===== config.mk =====
export PLATFORM = sky130hd
export DESIGN_NAME = spi_ram_ctrl
export DESIGN_NICKNAME = d
export VERILOG_FILES = /design/src/rtl/spi_ram_ctrl.sv
export SDC_FILE = /design/constraint.sdc
export NUM_CORES = 1
export LEC_CHECK = 0
export BUFFER_PORTS_ARGS = -buffer_cell sky130_fd_sc_hd__buf_4
export CELL_PAD_IN_SITES_DETAIL_PLACEMENT = 0
export CELL_PAD_IN_SITES_GLOBAL_PLACEMENT = 2
export CORE_MARGIN = 2
export CORE_UTILIZATION = 34
export DETAILED_ROUTE_END_ITERATION = 16
export PLACE_DENSITY_LB_ADDON = 0.1
export SLEW_MARGIN = 20
export SYNTH_ARGS = -nofsm -noshare
export SYNTH_HDL_FRONTEND = slang
export SYNTH_SLANG_ARGS = --single-unit

===== constraint.sdc =====
create_clock -name clk -period 2.54 [get_ports clk]
set_input_delay 0.508 -clock clk [delete_from_list [all_inputs] [get_ports clk]]
set_output_delay 0.508 -clock clk [all_outputs]
set_load 0.03 [all_outputs]

===== src/rtl/spi_ram_ctrl.sv =====
// SPI master sequencer: turns one parallel read/write request into the wrapper's
// two-frame serial protocol (address frame, gap, data frame, optional MISO capture).
module spi_ram_ctrl #(
    parameter int ADDER_SIZE = 8,
    parameter int GAP        = 2,
    parameter int RD_GAP     = 2
) (
    input  logic                  clk,
    input  logic                  rst_n,
    input  logic                  req_valid,
    output logic                  req_ready,
    input  logic                  req_rw,
    input  logic [ADDER_SIZE-1:0] req_addr,
    input  logic [ADDER_SIZE-1:0] req_wdata,
    output logic                  rsp_valid,
    output logic [ADDER_SIZE-1:0] rsp_rdata,
    output logic                  SS_n,
    output logic                  MOSI,
    input  logic                  MISO
);

    localparam int FW = ADDER_SIZE + 4;
    localparam int CW = 4;

    localparam logic [CW-1:0] FRAME_LD = CW'(FW - 1);
    localparam logic [CW-1:0] CAPT_LD  = CW'(ADDER_SIZE - 1);
    localparam logic [CW-1:0] GAP_LD   = CW'(GAP - 1);
    localparam logic [CW-1:0] TURN_LD  = (RD_GAP > 0) ? CW'(RD_GAP - 1) : CW'(0);
    localparam logic [CW-1:0] CNT_ONE  = CW'(1);

    typedef enum logic [2:0] {
        S_IDLE,
        S_FRAME1,
        S_GAP,
        S_FRAME2,
        S_TURN,
        S_CAPT,
        S_RESP
    } state_t;

    state_t                state_q, state_d;
    logic [CW-1:0]         bit_cnt_q, bit_cnt_d;
    logic [CW-1:0]         gap_cnt_q, gap_cnt_d;
    logic [FW-1:0]         tx_sh_q, tx_sh_d;
    logic [ADDER_SIZE-1:0] rx_sh_q, rx_sh_d;
    logic                  rw_q, rw_d;
    logic [ADDER_SIZE-1:0] addr_q, addr_d;
    logic [ADDER_SIZE-1:0] wdata_q, wdata_d;
    logic                  ss_n_q, ss_n_d;
    logic                  mosi_q, mosi_d;
    logic                  req_ready_q, req_ready_d;
    logic                  rsp_valid_q, rsp_valid_d;
    logic [ADDER_SIZE-1:0] rsp_rdata_q, rsp_rdata_d;

    // Frame layout: filler, r/w select, then the 10-bit slave din = {cmd, byte}.
    function automatic logic [FW-1:0] frame_vec(input logic [1:0] cmd,
                                                input logic [ADDER_SIZE-1:0] payload);
        return {1'b0, cmd[1], cmd, payload};
    endfunction

    always_comb begin
        state_d     = state_q;
        bit_cnt_d   = bit_cnt_q;
        gap_cnt_d   = gap_cnt_q;
        tx_sh_d     = tx_sh_q;
        rx_sh_d     = rx_sh_q;
        rw_d        = rw_q;
        addr_d      = addr_q;
        wdata_d     = wdata_q;
        rsp_rdata_d = rsp_rdata_q;

        unique case (state_q)
            S_IDLE: begin
                if (req_valid && req_ready_q) begin
                    rw_d      = req_rw;
                    addr_d    = req_addr;
                    wdata_d   = req_wdata;
                    state_d   = S_FRAME1;
                    bit_cnt_d = FRAME_LD;
                    tx_sh_d   = frame_vec({req_rw, 1'b0}, req_addr);
                end
            end
            S_FRAME1: begin
                if (bit_cnt_q == '0) begin
                    state_d   = S_GAP;
                    gap_cnt_d = GAP_LD;
                end else begin
                    bit_cnt_d = bit_cnt_q - CNT_ONE;
                    tx_sh_d   = tx_sh_q << 1;
                end
            end
            S_GAP: begin
                if (gap_cnt_q == '0) begin
                    state_d   = S_FRAME2;
                    bit_cnt_d = FRAME_LD;
                    tx_sh_d   = frame_vec({rw_q, 1'b1}, rw_q ? '0 : wdata_q);
                end else begin
                    gap_cnt_d = gap_cnt_q - CNT_ONE;
                end
            end
            S_FRAME2: begin
                if (bit_cnt_q == '0) begin
                    if (!rw_q) begin
                        state_d = S_RESP;
                    end else if (RD_GAP == 0) begin
                        state_d   = S_CAPT;
                        bit_cnt_d = CAPT_LD;
                    end else begin
                        state_d   = S_TURN;
                        gap_cnt_d = TURN_LD;
                    end
                end else begin
                    bit_cnt_d = bit_cnt_q - CNT_ONE;
                    tx_sh_d   = tx_sh_q << 1;
                end
            end
            S_TURN: begin
                if (gap_cnt_q == '0) begin
                    state_d   = S_CAPT;
                    bit_cnt_d = CAPT_LD;
                end else begin
                    gap_cnt_d = gap_cnt_q - CNT_ONE;
                end
            end
            S_CAPT: begin
                rx_sh_d = {rx_sh_q[ADDER_SIZE-2:0], MISO};
                if (bit_cnt_q == '0) begin
                    state_d     = S_RESP;
                    rsp_rdata_d = rx_sh_d;
                end else begin
                    bit_cnt_d = bit_cnt_q - CNT_ONE;
                end
            end
            S_RESP: begin
                state_d = S_IDLE;
            end
            default: begin
                state_d = S_IDLE;
            end
        endcase

        // Outputs are registered from the next state so they line up with it.
        ss_n_d      = !(state_d inside {S_FRAME1, S_FRAME2, S_TURN, S_CAPT});
        mosi_d      = (state_d == S_FRAME1 || state_d == S_FRAME2) ? tx_sh_d[FW-1] : 1'b0;
        req_ready_d = (state_d == S_IDLE);
        rsp_valid_d = (state_d == S_RESP);
    end

    always_ff @(posedge clk) begin
        if (!rst_n) begin
            state_q     <= S_IDLE;
            bit_cnt_q   <= '0;
            gap_cnt_q   <= '0;
            tx_sh_q     <= '0;
            rx_sh_q     <= '0;
            rw_q        <= 1'b0;
            addr_q      <= '0;
            wdata_q     <= '0;
            ss_n_q      <= 1'b1;
            mosi_q      <= 1'b0;
            req_ready_q <= 1'b0;
            rsp_valid_q <= 1'b0;
            rsp_rdata_q <= '0;
        end else begin
            state_q     <= state_d;
            bit_cnt_q   <= bit_cnt_d;
            gap_cnt_q   <= gap_cnt_d;
            tx_sh_q     <= tx_sh_d;
            rx_sh_q     <= rx_sh_d;
            rw_q        <= rw_d;
            addr_q      <= addr_d;
            wdata_q     <= wdata_d;
            ss_n_q      <= ss_n_d;
            mosi_q      <= mosi_d;
            req_ready_q <= req_ready_d;
            rsp_valid_q <= rsp_valid_d;
            rsp_rdata_q <= rsp_rdata_d;
        end
    end

    assign req_ready = req_ready_q;
    assign rsp_valid = rsp_valid_q;
    assign rsp_rdata = rsp_rdata_q;
    assign SS_n      = ss_n_q;
    assign MOSI      = mosi_q;

endmodule


* Yosys cells after proc, flatten, opt, wreduce, memory -nomap -nowiden
Cells that the tools add are included.
** Storage, ports and cells
- Memory bits (read-only) :: 0
- Output and inout bits :: 12
- Latch bits :: 0
- Register bits after elaboration :: 51
- Memories kept :: 0
- Logic and storage cells :: 77
- RAM bits :: 0
** Operators by class
- Bitwise operators :: 0
- Eq/ne operators :: 19
- Order comparisons :: 0
- Add/sub/neg operators :: 2
- Div/mod/pow operators :: 0
- Shift-type cells :: 0
- Reductions and logical operators :: 20
- $mul :: 0
- Muxes and demuxes :: 23
** Operators by type and width (number)
- $mux 12 :: 3
- $pmux 12 s3 :: 1
- $mux 4 :: 8
- $mux 3 :: 6
- $ne 2x2->1 const B :: 9
- $pmux 3 s6 :: 1
- $pmux 4 s4 :: 1
- $eq 3x3->1 const B :: 5
- $pmux 4 s3 :: 1
- $reduce_and 5->1 :: 2
- $eq 3x2->1 const B :: 3
- $logic_not 4->1 :: 2
- $mux 8 :: 1
- $reduce_bool 4->1 :: 2
- $sub 4x1->4 const B :: 2
- $eq 3x1->1 const B :: 2
- $logic_not 3->1 :: 2
- $reduce_and 2->1 :: 3
- $reduce_bool 3->1 :: 2
- $reduce_and 4->1 :: 1
- $reduce_or 2->1 :: 2
- $reduce_or 3->1 :: 1
- $mux 2 :: 1
- $logic_and 1x1->1 :: 1
- other kinds (2) :: 2

* Logic depth before layout (Yosys ltp)
- Depth in word-level cells :: 6
- Depth in mapped cells :: 7
- Depth with buffers taken out :: 6

* Least setup slack after synthesis
OpenSTA, ideal clock, no wires.
- Path type :: register to register
- From :: register bit_cnt_q[1]
- To :: register bit_cnt_q[0]
- Buffers on the path :: 1
- Library setup time :: 0.116 ns
- Data arrival time :: 1.713 ns
- Clock period less this slack :: 1.829 ns
- Cell stages (with the launch flop) :: 8
- Setup slack :: 0.711 ns
- Cells stage by stage :: dfxtp_1 inv_1 ha_1 or3b_1 and2_4 or3_1 buf_6 o211a_1
** Between the ends
- Longest elaborated chain between the ends :: 3
** Ends and longest elaborated chain
- start, declared :: line 42 : logic [CW-1:0] bit_cnt_q, bit_cnt_d;
- start signal, assigned :: line 166 : bit_cnt_q <= bit_cnt_d;
- $logic_not 4->1 :: line 84, 102, 127
- $ne 2x2->1 (no line)
- $reduce_and 5->1 (no line)
No other way between the ends.
A chain may end at the register's enable or synchronous reset.

* Final worst setup path
- From :: register gap_cnt_q[0]
- To :: register tx_sh_q[4]
** Between the ends
- Longest elaborated chain between the ends :: 3
** Ends and longest elaborated chain
- start, declared :: line 43 : logic [CW-1:0] gap_cnt_q, gap_cnt_d;
- start signal, assigned :: line 167 : gap_cnt_q <= gap_cnt_d;
- $logic_not 4->1 :: line 93 : if (gap_cnt_q == '0) begin
- $ne 2x2->1 (no line)
- $reduce_and 4->1 (no line)
- end signal, assigned :: line 168 : tx_sh_q <= tx_sh_d;
- end, declared :: line 44 : logic [FW-1:0] tx_sh_q, tx_sh_d;
No other way between the ends.

==> flow_summary.toml <==
[cts]
cts_buffers = 5
cts_root_buf = "clkbuf_8"
clk_latency_ps = 310
cts_setup_buffers = 0
cts_hold_buffers = 0
cts_max_level = 2
clk_path_buf_depth = 2
cts_tree = "built"
clock-sinks = 50
clkSlewWorstSetupHoldPaths_ps = 100
cts.repair.resized = 0

[timing]
rsz0062_at_grt = "no"
setup_slack_ps = 534
slew_violations = 0
fin_crit_ps = 2010
period_share = 0.790
hold_viol_final = 0
finClkSkew_ps = 12.7
fin_setup_tns_ps = 0
maxSlewHeadroom = 0.544
setup_viol = 0
worst_pin_slew_ps = 682
fmax_mhz = 498

[placed_design]
gp_congestion = 0.717
dp.cells = 340
io_buffers = 32
post-place-ws_ps = 245
hpwl_microns = 3420

[floorplan]
die_h_microns = 84.5
start_util = 0.349
die_w_microns = 84.5
die_area_sq_um = 7140
core_area_sq_um = 6310
ios = 33
fp-row-count = 29

[yosys]
synth_xor_area_frac = 0
synth_compound_area_frac = 0.224
synth_top_family_by_area = "compound AO/OA/AOI/OAI gates"
ys_types = 56
syn_inst = 242
ys_seq_area_frac = 0.454
yosysMostFrequentCell = "dfxtp_1"
synthAdderAreaFrac = 0.0114
ys_top_cells_by_count = "50 x dfxtp_1, 34 x nand2_1, 24 x a21oi_1, 14 x nor2_1, 9 x mux2i_1"
synth-simple-area-share = 0.221
yosysTopAreaCellShare = 0.454
yosys.area.top_type = "dfxtp_1"
netlist_area_sq_um = 2200
syn_nets = 265
synth_async_sr_flop_share = 0
synthMuxAreaShare = 0.0409
postSynthAreaPerCell_sq_um = 9.10
ys_ff_latch = 50
synth_enable_flop_cells = 0
synth_ff_type = "dfxtp_1"
synth_area_leaders = "dfxtp_1 45%, nand2_1 5.8%, a21oi_1 5.5%"
synth_warnings = 0

[layout]
area_growth_pct = 19.9
stdcell_count = 348
nets = 293
final_util = 0.418
drive_gt1_frac = 0.221
num_antenna_cells = 0
num-fill-cells = 669

[power]
p_leak_nw = 1.07
p_int_mw = 1.51
power_frac_clock = 0.251
ir_drop_uv = 295
p_total_mw = 2.32
seqPwrFrac = 0.437
p_per_area_nw_per_um2 = 880
switching_share = 0.350
combPwrFrac = 0.312
p_switching_mw = 0.815

[route]
drtIter0Drc = 72
vias_per_cell = 5.24
wire_per_inst_microns = 14.8
drc = 0
vias = 1822
wirelength_microns = 5160
drt_pass1_iterations = 4
ant_nets = 0

[setup_path]
critPathArrivalTime_ps = 2260
endpoint_kind = "register"
start_kind = "register"
cp.required_ps = 2790
cp_max_fo = 8
crit_type = "register to register"

[grt]
grt_max_degree = 35
grt_pass1_vias = 1667
grt_first_pass_wirelength_microns = 8520
grt-ovfl-total = 0
track_usage = 0.150
use_met3 = 0.0265
met1_usage = 0.218
grt_antenna_before_repair = 0
grtUsageMet2 = 0.223
grt.busiest_layer = "met2"

[hold_path]
hold_path_class = "input port to register"

[outcome]
status = "completed"

[job]
maxCapViolCount = 0
[sequential cells by signal (all words and copies together) (netlist names)]
register,cells
rx_sh_q,7
rsp_valid,1
SS_n,1
gap_cnt_q,4
MOSI,1
rw_q,1
state_q,3
bit_cnt_q,4
tx_sh_q,11
rsp_rdata,8
req_ready,1
wdata_q,8
[worst max-delay path, cell delays in order (launching register included)]
cell     delay [ps]
dfxtp_1         350
inv_1            60
ha_1            210
or3b_4          440
nor3_2          290
and3_1          410
a221o_1         200
[stage by stage]
stage	area [sq um]	hold WS, ps
floorplan	2200	424
global placement	2510	442
detailed placement	2510	448
CTS	2630	422
global route	2640	428
finish	2640	436
[layout by cell type, fill, tap and decap left out, types with 3 or more instances in the layout]
master,n
o2bb2ai_1,3
nor3_1,5
a32o_1,7
a221o_1,8
or3_1,3
buf_4,37
a21oi_1,24
o21ai_0,4
nor2b_1,3
nand2_1,34
nand2b_1,3
clkbuf_8,5
nor2_1,14
dfxtp_1,50
nand3_1,8
mux2i_1,9
inv_1,6
[worst paths after layout]
kind,start,endpoint,slack [ps],cells after the start
worst min-delay path,req_wdata[0],wdata_q[0],440,3
worst max register to register,gap_cnt_q[0],tx_sh_q[4],530,6
worst max-delay path,gap_cnt_q[0],tx_sh_q[4],530,6
worst min register to register,wdata_q[7],wdata_q[7],460,2
[layer usage]
metal  part of all wire  vias to the layer above  wire length [microns]
li1                   -                      944                      -
met1               0.52                      835                   2680
met2               0.43                       36                   2220
met3              0.035                        7                    179
met4              0.015                        0                     78
met5                  0                        -                      0
[kinds of logic (layout without fill, tap and decap cells)]
kind of cell / count (synthesis) / in the layout
AOI/OAI and AO/OA: 67 / 67
adders and majority gates: 2 / 2
buffers and inverters: 23 / 52
DFF: 50 / 50
muxes: 9 / 9
and+or+nand+nor: 91 / 91
[power groups by stage]
stage                     registers, mW  logic (mW)  clock network, mW
after floorplan                    1.00       0.563                  0
after global placement             1.03       0.724                  0
after detailed placement           1.03       0.721                  0
after CTS                          1.01       0.724              0.611
after global routing               1.04       0.811              0.643
final                              1.02       0.724              0.584
[area by class of cell]
cell class | instances | area (sq um) | area share
sequential | 50 | 1000 | 0.379
timing repair buffer | 37 | 278 | 0.105
tap | 77 | 96.3 | 0.0365
inverter | 7 | 26.3 | 0.00995
multi-input combinational | 169 | 1120 | 0.425
clock inverter | 3 | 47.5 | 0.0180
clock buffer | 5 | 68.8 | 0.0261
(Power assumes the default switching activity.)
